### src/rtl/serial_adder.sv
// Bit-serial adder/subtractor: one full-adder slice plus a carry flop, LSB first.
// The result, carry and overflow are registered and only change when an operation completes.
module serial_adder #(
  parameter int WIDTH = 8
) (
  input  logic             clk,
  input  logic             rst_n,
  input  logic             start,
  input  logic             sub,
  input  logic [WIDTH-1:0] a,
  input  logic [WIDTH-1:0] b,
  output logic [WIDTH-1:0] sum,
  output logic             carry_out,
  output logic             overflow,
  output logic             busy,
  output logic             done
);

  localparam int CW = $clog2(WIDTH) + 1;
  localparam logic [CW-1:0] LAST = CW'(WIDTH - 1);

  typedef enum logic [1:0] {IDLE, SHIFT, DONE} state_t;

  state_t           state_q, state_d;
  logic [WIDTH-1:0] a_q, a_d;
  logic [WIDTH-1:0] b_q, b_d;
  logic             c_q, c_d;
  logic [CW-1:0]    cnt_q, cnt_d;
  logic [WIDTH-1:0] res_q, res_d;
  logic [WIDTH-1:0] sum_q, sum_d;
  logic             carry_q, carry_d;
  logic             ovf_q, ovf_d;
  logic             busy_q, busy_d;
  logic             done_q, done_d;

  logic s_bit;
  logic c_next;

  assign s_bit  = a_q[0] ^ b_q[0] ^ c_q;
  assign c_next = (a_q[0] & b_q[0]) | (a_q[0] & c_q) | (b_q[0] & c_q);

  always_comb begin
    state_d = state_q;
    a_d     = a_q;
    b_d     = b_q;
    c_d     = c_q;
    cnt_d   = cnt_q;
    res_d   = res_q;
    sum_d   = sum_q;
    carry_d = carry_q;
    ovf_d   = ovf_q;
    busy_d  = 1'b0;
    done_d  = 1'b0;
    case (state_q)
      // DONE falls back to IDLE; a start seen on that edge is taken as the first
      // IDLE sample so a held start restarts WIDTH+1 cycles after acceptance.
      IDLE, DONE: begin
        state_d = IDLE;
        if (start) begin
          a_d     = a;
          b_d     = sub ? ~b : b;
          c_d     = sub;
          cnt_d   = '0;
          res_d   = '0;
          busy_d  = 1'b1;
          state_d = SHIFT;
        end
      end
      SHIFT: begin
        a_d   = a_q >> 1;
        b_d   = b_q >> 1;
        c_d   = c_next;
        res_d = {s_bit, res_q[WIDTH-1:1]};
        cnt_d = cnt_q + CW'(1);
        if (cnt_q == LAST) begin
          // c_q here is the carry into the MSB.
          sum_d   = res_d;
          carry_d = c_next;
          ovf_d   = c_q ^ c_next;
          done_d  = 1'b1;
          state_d = DONE;
        end else begin
          busy_d = 1'b1;
        end
      end
      default: state_d = IDLE;
    endcase
  end

  always_ff @(posedge clk or negedge rst_n) begin
    if (!rst_n) begin
      state_q <= IDLE;
      a_q     <= '0;
      b_q     <= '0;
      c_q     <= 1'b0;
      cnt_q   <= '0;
      res_q   <= '0;
      sum_q   <= '0;
      carry_q <= 1'b0;
      ovf_q   <= 1'b0;
      busy_q  <= 1'b0;
      done_q  <= 1'b0;
    end else begin
      state_q <= state_d;
      a_q     <= a_d;
      b_q     <= b_d;
      c_q     <= c_d;
      cnt_q   <= cnt_d;
      res_q   <= res_d;
      sum_q   <= sum_d;
      carry_q <= carry_d;
      ovf_q   <= ovf_d;
      busy_q  <= busy_d;
      done_q  <= done_d;
    end
  end

  assign sum       = sum_q;
  assign carry_out = carry_q;
  assign overflow  = ovf_q;
  assign busy      = busy_q;
  assign done      = done_q;

endmodule
### config.mk
export PLATFORM = sky130hd
export DESIGN_NAME = serial_adder
export DESIGN_NICKNAME = d
export VERILOG_FILES = /design/src/rtl/serial_adder.sv
export SDC_FILE = /design/constraint.sdc
export NUM_CORES = 1
export LEC_CHECK = 0
export BUFFER_PORTS_ARGS = -buffer_cell sky130_fd_sc_hd__clkbuf_2
export CAP_MARGIN = 5
export CELL_PAD_IN_SITES_DETAIL_PLACEMENT = 0
export CELL_PAD_IN_SITES_GLOBAL_PLACEMENT = 1
export CORE_MARGIN = 1.5
export CORE_UTILIZATION = 44
export CTS_CLUSTER_SIZE = 40
export DETAILED_ROUTE_END_ITERATION = 10
export MAX_ROUTING_LAYER = met4
export PLACE_DENSITY_LB_ADDON = 0.1
export SYNTH_ARGS = -nofsm -noshare
export SYNTH_HDL_FRONTEND = slang
export SYNTH_SLANG_ARGS = --single-unit
export TNS_END_PERCENT = 20
### constraint.sdc
create_clock -name clk -period 2.1 [get_ports clk]
set_input_delay 0.315 -clock clk [delete_from_list [all_inputs] [get_ports clk]]
set_output_delay 0.315 -clock clk [all_outputs]
set_load 0.1 [all_outputs]
==> results.txt, run 1 <==
The run finished with clean final reports. The remaining routing DRC violations is 0. The final critical-path required period came out at between 1.5 and 2 ns.

The post-route clock skew is about 0.0033 ns. For the final routed database, the setup TNS stands at 0 ns. The worst pin sits at a relative slew slack of 34.8%. 0 antenna diodes ended up in the layout. CTS placed an instance of sky130_fd_sc_hd__clkbuf_8 at the clock tree root. The final critical-path share of the clock period is 86.4%. The die height is between 60 and 70 µm. The total track usage is around 17%. The startpoint type of the worst setup path is a flip-flop.

The total of buffers placed on input and output ports came out at 31. The count of instances resized after the clock tree is built is 0. The via count of the first global-routing pass is 1172. The top-level I/O count is 32. Setup violations remaining at the end of the flow were counted as 0. The overall routed net length is between 3 and 4 mm. Entering global routing, the biggest net connects 30 pins.

Buffers added to address setup during post-CTS repair amount to 0. The HPWL after detailed placement is 2.27 mm. The flip-flop and latch count after synthesis is 42.

In this run the critical register-to-register path is captured at b_q[6]$_DFFE_PN0P_. The global placer's final weighted congestion came out at 0.721. The clock net in this run drives a total of 42 sinks.

The clock slew seen by the registers of the worst setup and hold paths is 0.07 ns. STA puts the critical path data required time at roughly 2.3 ns. Synthesis produced a netlist with a net count of 152. The max-capacitance violation count is 0.

In this run the power density over the cells is approximately 1800 mW/mm². The combined area of all synthesized cells came out at 0.00177 mm². The per-cell routed wire length is 15.0 µm. The first global-routing pass estimated ~5.5 mm of wire. The transition time at the pin with the least slew margin came out at 0.977 ns. The source-to-sink clock delay at the later pin of the worst-skew pair is 0.29 ns.

The clock passes through at most 2 buffers. The number of clock buffers added by TritonCTS is 5. The final layout contains between 150 and 200 nets. The proportion of layout cells with a drive suffix above 1 came out at 32.3%. The total die area came out at 0.00440 mm². The completed layout was analyzed and its total power is roughly 3600 µW. The proportion of power drawn by flip-flops and latches came out at a little under two fifths.

The core region area came out at 0.00374 mm². The final setup slack of the worst path is 0.285 ns. The Yosys step of the flow raised 0 warnings. The depth of the CTS H-tree came out at 2.

The number of cell instances on the worst register-to-register path came out at 3. Setup repair after global routing left no endpoint under its margin. The count of antenna-violating nets left after detailed routing came out at 0. The initial core utilization is 47.2%. The path class of the tightest hold or removal check is in -> async.

The startpoint identified for the worst register-to-register timing path is state_q[0]$_DFFE_PN0P_. The maximum vdd drop came out at 0.000526 V. In this run the worst path has a maximum fanout of 25. The number of buffers inserted by hold repair at cts came out at 0. STA classifies the critical path endpoint as a flip-flop. The layout overhead on the synthesized area is 15.5%.

The number of antenna violations at the first check in global routing came out at 0. The clock network fraction of design power is 13.0%. The critical path is of the reg -> reg type. The number of placement rows is 22. The die is 66.3 µm wide.

The number of different library cells in the post-synthesis netlist is 24. The number of DRC markers in iteration 0 is 55. The arrival time at the worst endpoint is 2.04 ns. The final count of hold timing violations came out at 0. The total congestion overflow came out at 0. The fraction of power spent switching nets came out at 45.5%. The sequential fraction of the synthesis area came out at about 60%.

For this run, the detailed router's first-pass iteration total came to 4. The combinational share of power is 48.9%. Timing would allow up to 0.551 GHz. The per-cell via count in the routed design came out at 5.32. The number of max-slew violations in the final report is 0. The mean post-synth cell area came out at 13.6 µm². The slack of the worst reg-to-reg path came out at 0.29 ns. The clock tree from TritonCTS is yes. The leakage power of the design came out at 0.00104 µW. The switching power came out at between 1500 and 2000 µW. The via count came out at 1127. The pre-CTS setup slack came out at 0.294 ns.

The total internal power is 1980 µW. The synthesized instance count is 130.
[power groups by stage]
| stage | clock (µW) | sequential [µW] | combinational, µW |
|---|---|---|---|
| 6_report | 475 | 1390 | 1780 |
| 5_1_grt | 524 | 1430 | 1910 |
| 4_1_cts | 488 | 1390 | 1800 |
| 3_5_place_dp | 0 | 1400 | 1800 |
| 3_3_place_gp | 0 | 1390 | 1750 |
| 2_1_floorplan | 0 | 2020 | 840 |
[kinds of logic (layout without fill, tap and decap cells)]
group                      Yosys count  count (layout)  synth area share, %
DFF                                 42              42                 59.5
AOI/OAI and AO/OA                   35              35                 17.1
and+or+nand+nor                     20              20                 5.95
muxes                               12              12                 7.51
xor gates and xnor gates            10              10                 4.96
buffers and inverters                9              43                 3.12
adders and majority gates            2               2                 1.84
[synthesized netlist by cell type (all sizes together)]
library cell	instances	area share, %
nor2	9	2.1
fa	1	1.1
xor2	2	0.99
mux2	10	6.4
buf	9	3.1
nor3b	2	1.1
a22o	19	9.4
mux2i	2	1.1
xnor2	8	4.0
a21o	8	3.4
nand2	4	0.85
dfrtp	42	60
a221o	7	4.0
nor2b	1	0.35
nand2b	1	0.35
and2b	2	0.85
ha	1	0.71
o21ai	1	0.28
nand4	1	0.35
[routing by layer]
metal  GRT usage [%]  up-vias  wire length (µm)
met5               -        -                 0
met4            8.42        0                60
met3            4.09        7               122
met2            26.9       26              1570
met1            21.8      558              1430
li1                -      536                 -
[worst max-delay path, cell delays in order (launching register included)]
cell	delay, ns
sky130_fd_sc_hd__dfrtp_1	0.39
sky130_fd_sc_hd__and2b_1	0.29
sky130_fd_sc_hd__nor2_2	0.79
sky130_fd_sc_hd__a221o_1	0.28
[layout by cell type, fill, tap and decap left out, types with 2 or more instances in the layout]
master                      n
sky130_fd_sc_hd__a22o_1    19
sky130_fd_sc_hd__mux2_2    10
sky130_fd_sc_hd__a221o_1    7
sky130_fd_sc_hd__clkbuf_1   2
sky130_fd_sc_hd__xor2_1     2
sky130_fd_sc_hd__buf_4      5
sky130_fd_sc_hd__nor2_1     8
sky130_fd_sc_hd__clkbuf_8   5
sky130_fd_sc_hd__and2b_1    2
sky130_fd_sc_hd__xnor2_1    8
sky130_fd_sc_hd__a21o_1     8
sky130_fd_sc_hd__mux2i_1    2
sky130_fd_sc_hd__dfrtp_1   42
sky130_fd_sc_hd__nand2_1    4
sky130_fd_sc_hd__clkbuf_2  31
[cell type report]
type	instances	area, µm²
fillers	357	1700
well taps	48	60.1
repair buffers	36	193
flip-flops and latches	42	1050
multi-input cells	79	659
clock buffers	7	76.3
[state kept, by name, summed over array words and instances (netlist names)]
signal,count
c_q,1
a_q,8
busy,1
b_q,8
state_q,2
done,1
carry_out,1
overflow,1
cnt_q,4
sum,8
res_q,7
[through the flow]
| step | hold WS [ns] | util (%) | cells | area, µm² |
|---|---|---|---|---|
| 5_1_grt | 0.112 | 54.5 | 212 | 2040 |
| 3_3_place_gp | 0.388 | 52.4 | 205 | 1960 |
| 3_5_place_dp | 0.394 | 52.4 | 205 | 1960 |
| 4_1_cts | 0.0794 | 54.5 | 212 | 2040 |
| 6_report | 0.0584 | 54.5 | 212 | 2040 |
| 2_1_floorplan | 0.0194 | - | 130 | 1770 |
[worst max path at each step]
stage                           startpoint                     to  slack (ns)  cells after the start
finish              state_q[0]$_DFFE_PN0P_     b_q[6]$_DFFE_PN0P_        0.29                      3
global route        state_q[0]$_DFFE_PN0P_     b_q[6]$_DFFE_PN0P_        0.15                      3
CTS                 state_q[0]$_DFFE_PN0P_     b_q[6]$_DFFE_PN0P_        0.27                      3
detailed placement  state_q[0]$_DFFE_PN0P_     b_q[6]$_DFFE_PN0P_        0.29                      3
global placement    state_q[0]$_DFFE_PN0P_     b_q[3]$_DFFE_PN0P_        0.39                      3
floorplan             cnt_q[0]$_DFFE_PN0P_  carry_out$_DFFE_PN0P_        0.65                      5
(Power assumes the default switching activity.)
==> run 2: changes to the inputs <==
Settings changed: CELL_PAD_IN_SITES_DETAIL_PLACEMENT 0 to 1, CELL_PAD_IN_SITES_GLOBAL_PLACEMENT 1 to 2, CORE_MARGIN 1.5 to default, CORE_UTILIZATION 44 to 37.
==> run 2 against run 1 <==
  * Final cell count grew 2.8%
  * Sequential share of layout area shrank 1.2 points
  * Clock skew grew 0.00075 ns
  * Clock power grew 33%
  * Largest power group unchanged
==> results.txt, run 2 (synthesis gave the netlist of run 1 again) <==
The run finished with clean final reports. The top-level I/O count came out at 32 (unchanged). The count of instances resized after the clock tree is built is 0 (unchanged). The number of cell instances on the worst register-to-register path is 3 (unchanged). The total power after layout was 3800 µW (+4.4%). The remaining routing DRC violations came out at 0 (unchanged). The worst hold path passes through 2 cells. The number of setup buffers added after CTS is 0 (unchanged). The fraction of power spent switching nets was 44.7% (-0.80 points). The proportion of power drawn by flip-flops and latches came to 36.6% (-1.5 points). The source-to-sink clock delay at the later pin of the worst-skew pair is 0.29 ns (about the same). The total of fill cells in the finished design was 487 (+36%). The class of the worst hold path is in -> reg. The cell area after layout is 0.00209 mm² (+2.4%).

The number of max-slew violations in the final report came to 0 (unchanged). The number of DRC markers in iteration 0 came out at 37 (-33%). The total cell area at the placement stage came out at 0.00197 mm² (+0.26%). The via count of the first global-routing pass came out at 1283 (+9.5%). The final net count came out at 187 (+0.54%). The clock buffer count from CTS is 5 (unchanged).

The post-placement cell count came to 209 (+2.0%). The total track usage is 16.0% (-1.5 points). The final setup slack of the worst path came out at 0.384 ns (+0.0987 ns). The number of placement rows came to 24 (+9.1%). The global placer's final weighted congestion is 0.675 (-6.4%).

The commonest non-fill, non-tap cell in the layout is sky130_fd_sc_hd__dfrtp_1. The total congestion overflow is 0 (unchanged). The die height is 71.1 µm (+7.1%). The total die area came out at 0.00505 mm² (+15%).

The clock network fraction of design power is 16.6% (+3.6 points). The clock slew seen by the registers of the worst setup and hold paths came to 0.08 ns (about the same). The required time of the critical path came out at 2.32 ns (about the same). The final critical-path required period was 1.72 ns (-0.0987 ns).

The startpoint type of the worst setup path is a flip-flop. The switching power is 1700 µW (+2.5%). The clock tree buffer depth came out at 2 (unchanged).

The HPWL after detailed placement is 2.35 mm (+3.7%). The antenna cell count came out at 0 (unchanged). The wire length of the first global-routing pass came out at 6.02 mm (+9.4%). Setup repair after global routing left no endpoint under its margin. The per-cell via count in the routed design is 5.27 (-0.94%). The depth of the CTS H-tree is 2 (unchanged).

The number of antenna violations at the first check in global routing is 0 (unchanged). The total negative setup slack is 0 ns (unchanged). The maximum fanout along the worst path came out at 25 (unchanged). In the layout the commonest cells are sky130_fd_sc_hd__dfrtp_1 (42), sky130_fd_sc_hd__clkbuf_2 (31), sky130_fd_sc_hd__a22o_1 (19). The cell area power density is 1820 mW/mm² (+1.9%). The final non-filler cell total came out at 218 (+2.8%). The post-route clock skew came out at 0.00403 ns (+0.000750 ns). The length of the first detailed-routing pass in iterations came out at 5 (+1). The worst-case headroom to the max-slew limit came out at 32.3% (-2.5 points). The startpoint of the worst hold path is a[7]. The buffer cell driving the clock tree root is sky130_fd_sc_hd__clkbuf_8. The horizontal die dimension came to 71.1 µm (+7.1%).

The worst setup path is captured at a flip-flop. The total internal power came to 2100 µW (+5.9%). The leakage power of the design is 0.00106 µW (+1.7%). The type of the worst setup path is reg -> reg. TritonCTS built the clock tree. The maximum number of pins on one net before global-route repair came out at 30 (unchanged). For hold timing, the worst endpoint is a_q[7]$_DFFE_PN0P_. The worst register-to-register path begins at state_q[0]$_DFFE_PN0P_.

The clock sink count came out at 42 (unchanged). The transition time at the pin with the least slew margin is 1.01 ns (+0.0372 ns). The layout overhead on the synthesized area came out at 18.3%.

The per-cell routed wire length came out at 15.8 µm (+5.1%). The combinational share of power came out at 46.9% (-2.0 points). The slack of the worst reg-to-reg path was 0.38 ns (+0.10 ns). The final critical-path share of the clock period came out at 81.7% (-4.7 points). The initial core utilization came out at 39.5% (-7.7 points). The total of buffers placed on input and output ports is 31 (unchanged). The maximum vdd drop came out at 0.000656 V (+25%). The setup-violating endpoint count in the final report came out at 0 (unchanged). The final count of hold timing violations is 0 (unchanged). The via count came to 1148 (+1.9%). The pre-CTS setup slack is 0.352 ns (+0.0581 ns). The max-capacitance violation count is 0 (unchanged). The arrival time at the worst endpoint is 1.94 ns (-0.10 ns).

The count of antenna-violating nets left after detailed routing is 0 (unchanged). The worst register-to-register path ends at b_q[1]$_DFFE_PN0P_. The highest clock frequency the design can meet is 0.583 GHz (+5.8%). The proportion of layout cells with a drive suffix above 1 came out at 33.1% (+0.82 points). The overall routed net length came out at 3.44 mm (+8.0%).

The core region area came out at 0.00447 mm² (+20%).
run 2: cell types whose count changed in the layout (fill, tap and decap cells not counted), sizes merged:
cell         before  now
clkbuf           38   37
bufinv            0    1
clkinvlp          0    1
dlygate4sd3       0    1
run 2: layout make-up:
class | instances | area [µm²] | share of cell area (%)
flip-flops and latches | 42 | 1050 | 50.3
clock inverters | 2 | 37.5 | 1.80
repair buffers | 37 | 203 | 9.71
well taps | 52 | 65.1 | 3.12
clock buffers | 6 | 72.6 | 3.48
multi-input cells | 79 | 659 | 31.6
run 2: per-stage QoR:
stage | utilization [%] | hold WS, ns
6_report | 46.7 | 0.267
5_1_grt | 46.7 | 0.266
4_1_cts | 46.7 | 0.254
3_5_place_dp | 44.0 | 0.146
3_3_place_gp | 44.0 | 0.145
2_1_floorplan | - | 0.0194
run 2: critical path, stage by stage (launching register included):
cell                      delay, ns
sky130_fd_sc_hd__dfrtp_1       0.36
sky130_fd_sc_hd__and2b_1       0.21
sky130_fd_sc_hd__nor2_2        0.79
sky130_fd_sc_hd__a221o_1       0.28
run 2: how the worst max path moves through the flow:
stage	from	to	slack [ns]	depth (start not counted)
finish	state_q[0]$_DFFE_PN0P_	b_q[1]$_DFFE_PN0P_	0.38	3
floorplan	cnt_q[0]$_DFFE_PN0P_	carry_out$_DFFE_PN0P_	0.65	5
CTS	state_q[0]$_DFFE_PN0P_	b_q[6]$_DFFE_PN0P_	0.35	3
global route	state_q[0]$_DFFE_PN0P_	b_q[3]$_DFFE_PN0P_	0.27	3
global placement	start	b_q[0]$_DFFE_PN0P_	0.38	4
detailed placement	start	b_q[1]$_DFFE_PN0P_	0.35	4
run 2: routing by layer:
metal | vias up | share of wire (%) | routed length, µm | track usage (%)
met1 | 583 | 46 | 1590 | 19.4
met2 | 24 | 50 | 1710 | 26.4
met3 | 2 | 3.1 | 108 | 3.85
li1 | 539 | - | - | -
met5 | - | 0 | 0 | -
met4 | 0 | 0.73 | 25 | 5.33
run 2: repair_timing:
| item | CTS | global route |
|---|---|---|
| setup endpoints to repair | 0 | 0 |
| endpoints found under the hold margin | 4 | 0 |
| hold buffers | 1 | 0 |
run 2: power groups by stage:
| stage | clock network (µW) | logic, µW | registers, µW |
|---|---|---|---|
| after floorplan | 0 | 840 | 2020 |
| after CTS | 652 | 1800 | 1390 |
| after detailed placement | 0 | 1790 | 1410 |
| final | 630 | 1780 | 1390 |
| after global placement | 0 | 1750 | 1390 |
| after global routing | 684 | 1910 | 1440 |
==> run 3: changes to the inputs <==
Settings changed: CORE_UTILIZATION 37 to 33.
Clock period 2.1 ns to 1.38 ns, I/O delays scaled along.
==> run 3 against run 2 <==
  * Die area is 12% higher
  * Clock-buffer cell count increased by 1
  * Maximum frequency increased by 20%
  * Wire length is 4.2% higher
  * Total power up 58%
  * Critical path depth grew 2
  * The flow now finishes with violations (setup timing)
  * Largest cell class unchanged
  * Sequential power is 51% higher
  * Critical endpoint is now carry_out$_DFFE_PN0P_
  * Final area up 6.7%
  * Hold slack got worse by 0.11 ns
  * Setup slack got worse by 0.44 ns
  * Flip-flop and latch count did not move
==> results.txt, run 3 (synthesis gave the netlist of run 1 again) <==
The flow ran to the end, but the final reports show violations. The final critical-path required period is 1.44 ns (-0.281 ns). The layout overhead on the synthesized area came out at 26.2%.

The highest clock frequency the design can meet came out at 0.697 GHz (+20%). The final critical-path share of the clock period is 104% (+22 points). The initial core utilization came out at 34.3% (-5.1 points). The setup-violating endpoint count in the final report came to 10 (+10). The via count is 1187 (+3.4%).

The clock tree buffer depth was 2 (unchanged). The fraction of power spent switching nets came out at 43.6% (-1.1 points). The HPWL after detailed placement came out at 2.56 mm (+8.6%). The endpoint of the worst-slack reg-to-reg timing path is carry_out$_DFFE_PN0P_. The clock buffer count from CTS came to 5 (unchanged).

The proportion of power drawn by flip-flops and latches was 35.0% (-1.6 points). The clock tree from TritonCTS is yes. The tightest min-delay check is of the in -> reg type. The checks that failed: setup timing. The source-to-sink clock delay at the later pin of the worst-skew pair is 0.29 ns (about the same).

The total track usage came out at 15.2% (-0.85 points). The remaining routing DRC violations is 0 (unchanged). The clock network fraction of design power was 12.0% (-4.6 points). The combinational share of power is 53.0% (+6.1 points). The worst setup path is captured at a flip-flop. The number of max-slew violations in the final report came to 0 (unchanged). The top cell types in the final layout, fill and taps aside, are sky130_fd_sc_hd__dfrtp_1 (42), sky130_fd_sc_hd__clkbuf_2 (20), sky130_fd_sc_hd__buf_4 (20). The cell area after layout came out at 0.00223 mm² (+6.7%). Setup repair after global routing could not meet its margin everywhere. The die height is 75.1 µm (+5.7%). The library cell used most frequently in the layout, excluding fill and tap cells, is sky130_fd_sc_hd__dfrtp_1.

The number of DRC markers in iteration 0 is 37 (unchanged). The length of the first detailed-routing pass in iterations is 3 (-2). The arrival time at the worst endpoint is 1.61 ns (-0.33 ns). The post-route clock skew came out at 0.00530 ns (+0.00127 ns). The number of placement rows is 26 (+8.3%). The final count of hold timing violations is 0 (unchanged). The count of antenna-violating nets left after detailed routing came out at 0 (unchanged).

The beginning of the critical path is cnt_q[1]$_DFFE_PN0P_. The per-cell via count in the routed design is 4.86 (-7.6%). The startpoint type of the worst setup path is a flip-flop. The final setup slack of the worst path came out at -0.0555 ns (-0.439 ns). The clock slew seen by the registers of the worst setup and hold paths is 0.07 ns (about the same). The total internal power is 3380 µW (+61%). The maximum vdd drop came to 0.00105 V (+60%). The slack of the worst reg-to-reg path was -0.06 ns (-0.44 ns). The worst register-to-register path begins at cnt_q[1]$_DFFE_PN0P_. The maximum number of pins on one net before global-route repair is 43 (+43%).

The total cell area at the placement stage came to 0.00213 mm² (+8.1%). Following the worst setup path forward leads to its endpoint at carry_out$_DFFE_PN0P_. The switching power came out at 2610 µW (+54%). The depth of the CTS H-tree came to 2 (unchanged).

The wire length of the first global-routing pass is 6.02 mm (+0.12%). The antenna cell count came out at 0 (unchanged). The proportion of layout cells with a drive suffix above 1 came out at 37.4% (+4.2 points). The final net count is 196 (+4.8%).

The global placer's final weighted congestion is 0.668 (-1.0%). The worst-case headroom to the max-slew limit came out at 64.2% (+32 points). The overall routed net length is 3.58 mm (+4.2%). The required time of the critical path came out at 1.55 ns (-0.77 ns). The max-capacitance violation count is 0 (unchanged).

The cell area power density came out at 2690 mW/mm² (+48%). The root buffer cell chosen for the clock tree is sky130_fd_sc_hd__clkbuf_8. The total of fill cells in the finished design came to 570 (+17%).

The worst setup path is of the reg -> reg kind. The leakage power of the design is 0.00111 µW (+5.1%). The horizontal die dimension is 75.1 µm (+5.7%).

The core region area came out at 0.00514 mm² (+15%). The core occupancy in the finished layout was 43.4% (-3.3 points). The total die area is 0.00565 mm² (+12%).

The per-cell routed wire length is 14.7 µm (-6.9%). The total congestion overflow was 0 (unchanged). The number of antenna violations at the first check in global routing came out at 0 (unchanged). The transition time at the pin with the least slew margin is 0.539 ns (-0.475 ns). The via count of the first global-routing pass came out at 1217 (-5.1%). The total of buffers placed on input and output ports is 31 (unchanged). The top-level I/O count is 32 (unchanged). The clock sink count came out at 42 (unchanged).

The maximum fanout along the worst path came out at 11 (-56%). The number of cell instances on the worst register-to-register path is 5 (+2).
==> run 3: final cells by class <==
| cell class | count | area [µm²] | share of cell area (%) |
|---|---|---|---|
| clock buffers | 7 | 76.3 | 3.43 |
| multi-input cells | 79 | 671 | 30.1 |
| flip-flops and latches | 42 | 1050 | 47.2 |
| well taps | 70 | 87.6 | 3.93 |
| repair buffers | 46 | 343 | 15.4 |
==> run 3: timing repair <==
action	CTS	global route
hold buffers	1	0
pin swaps	0	1
setup endpoints to repair	11	19
setup buffers	0	0
gates resized for setup	3	1
hold endpoints to repair	42	0
==> run 3: through the flow <==
step	TNS, ns	total power (µW)	hold slack (ns)	worst slack [ns]	instances
3_3_place_gp	-0.145	5180	0.200	-0.0213	236
4_1_cts	-0.671	6090	0.147	-0.0761	244
3_5_place_dp	-0.696	5310	0.208	-0.0838	236
5_1_grt	-1.48	6410	0.156	-0.154	244
2_1_floorplan	-0.400	4370	-0.0886	-0.0444	130
6_report	-0.467	6000	0.155	-0.0555	244
==> run 3: how the worst min path moves through the flow <==
stage | cells past startpoint | to | startpoint
2_1_floorplan | 0 | a_q[0]$_DFFE_PN0P_ | rst_n
3_3_place_gp | 2 | sum[3]$_DFFE_PN0P_ | rst_n
3_5_place_dp | 2 | sum[3]$_DFFE_PN0P_ | rst_n
4_1_cts | 2 | a_q[7]$_DFFE_PN0P_ | a[7]
5_1_grt | 2 | a_q[7]$_DFFE_PN0P_ | a[7]
6_report | 2 | a_q[7]$_DFFE_PN0P_ | a[7]
==> run 3: critical path: stages, from the launching register on <==
cell	delay (ns)
sky130_fd_sc_hd__dfrtp_1	0.36
sky130_fd_sc_hd__ha_2	0.20
sky130_fd_sc_hd__nand2_2	0.06
sky130_fd_sc_hd__nor3b_2	0.18
sky130_fd_sc_hd__buf_6	0.18
sky130_fd_sc_hd__mux2_2	0.34
==> run 3: per-layer routing <==
| layer | track usage [%] | vias to the layer above | part of all wire, % |
|---|---|---|---|
| met5 | - | - | 0 |
| met4 | 6.17 | 0 | 1.6 |
| met3 | 4.02 | 6 | 4.1 |
| met2 | 22.6 | 23 | 48 |
| met1 | 19.6 | 600 | 46 |
| li1 | - | 558 | - |
==> run 3: power by group through the flow <==
| stage | combinational [µW] | clock (µW) | sequential (µW) |
|---|---|---|---|
| floorplan | 1290 | 0 | 3080 |
| global placement | 3090 | 0 | 2090 |
| detailed placement | 3190 | 0 | 2120 |
| CTS | 3220 | 768 | 2110 |
| global route | 3430 | 812 | 2170 |
| finish | 3180 | 721 | 2100 |
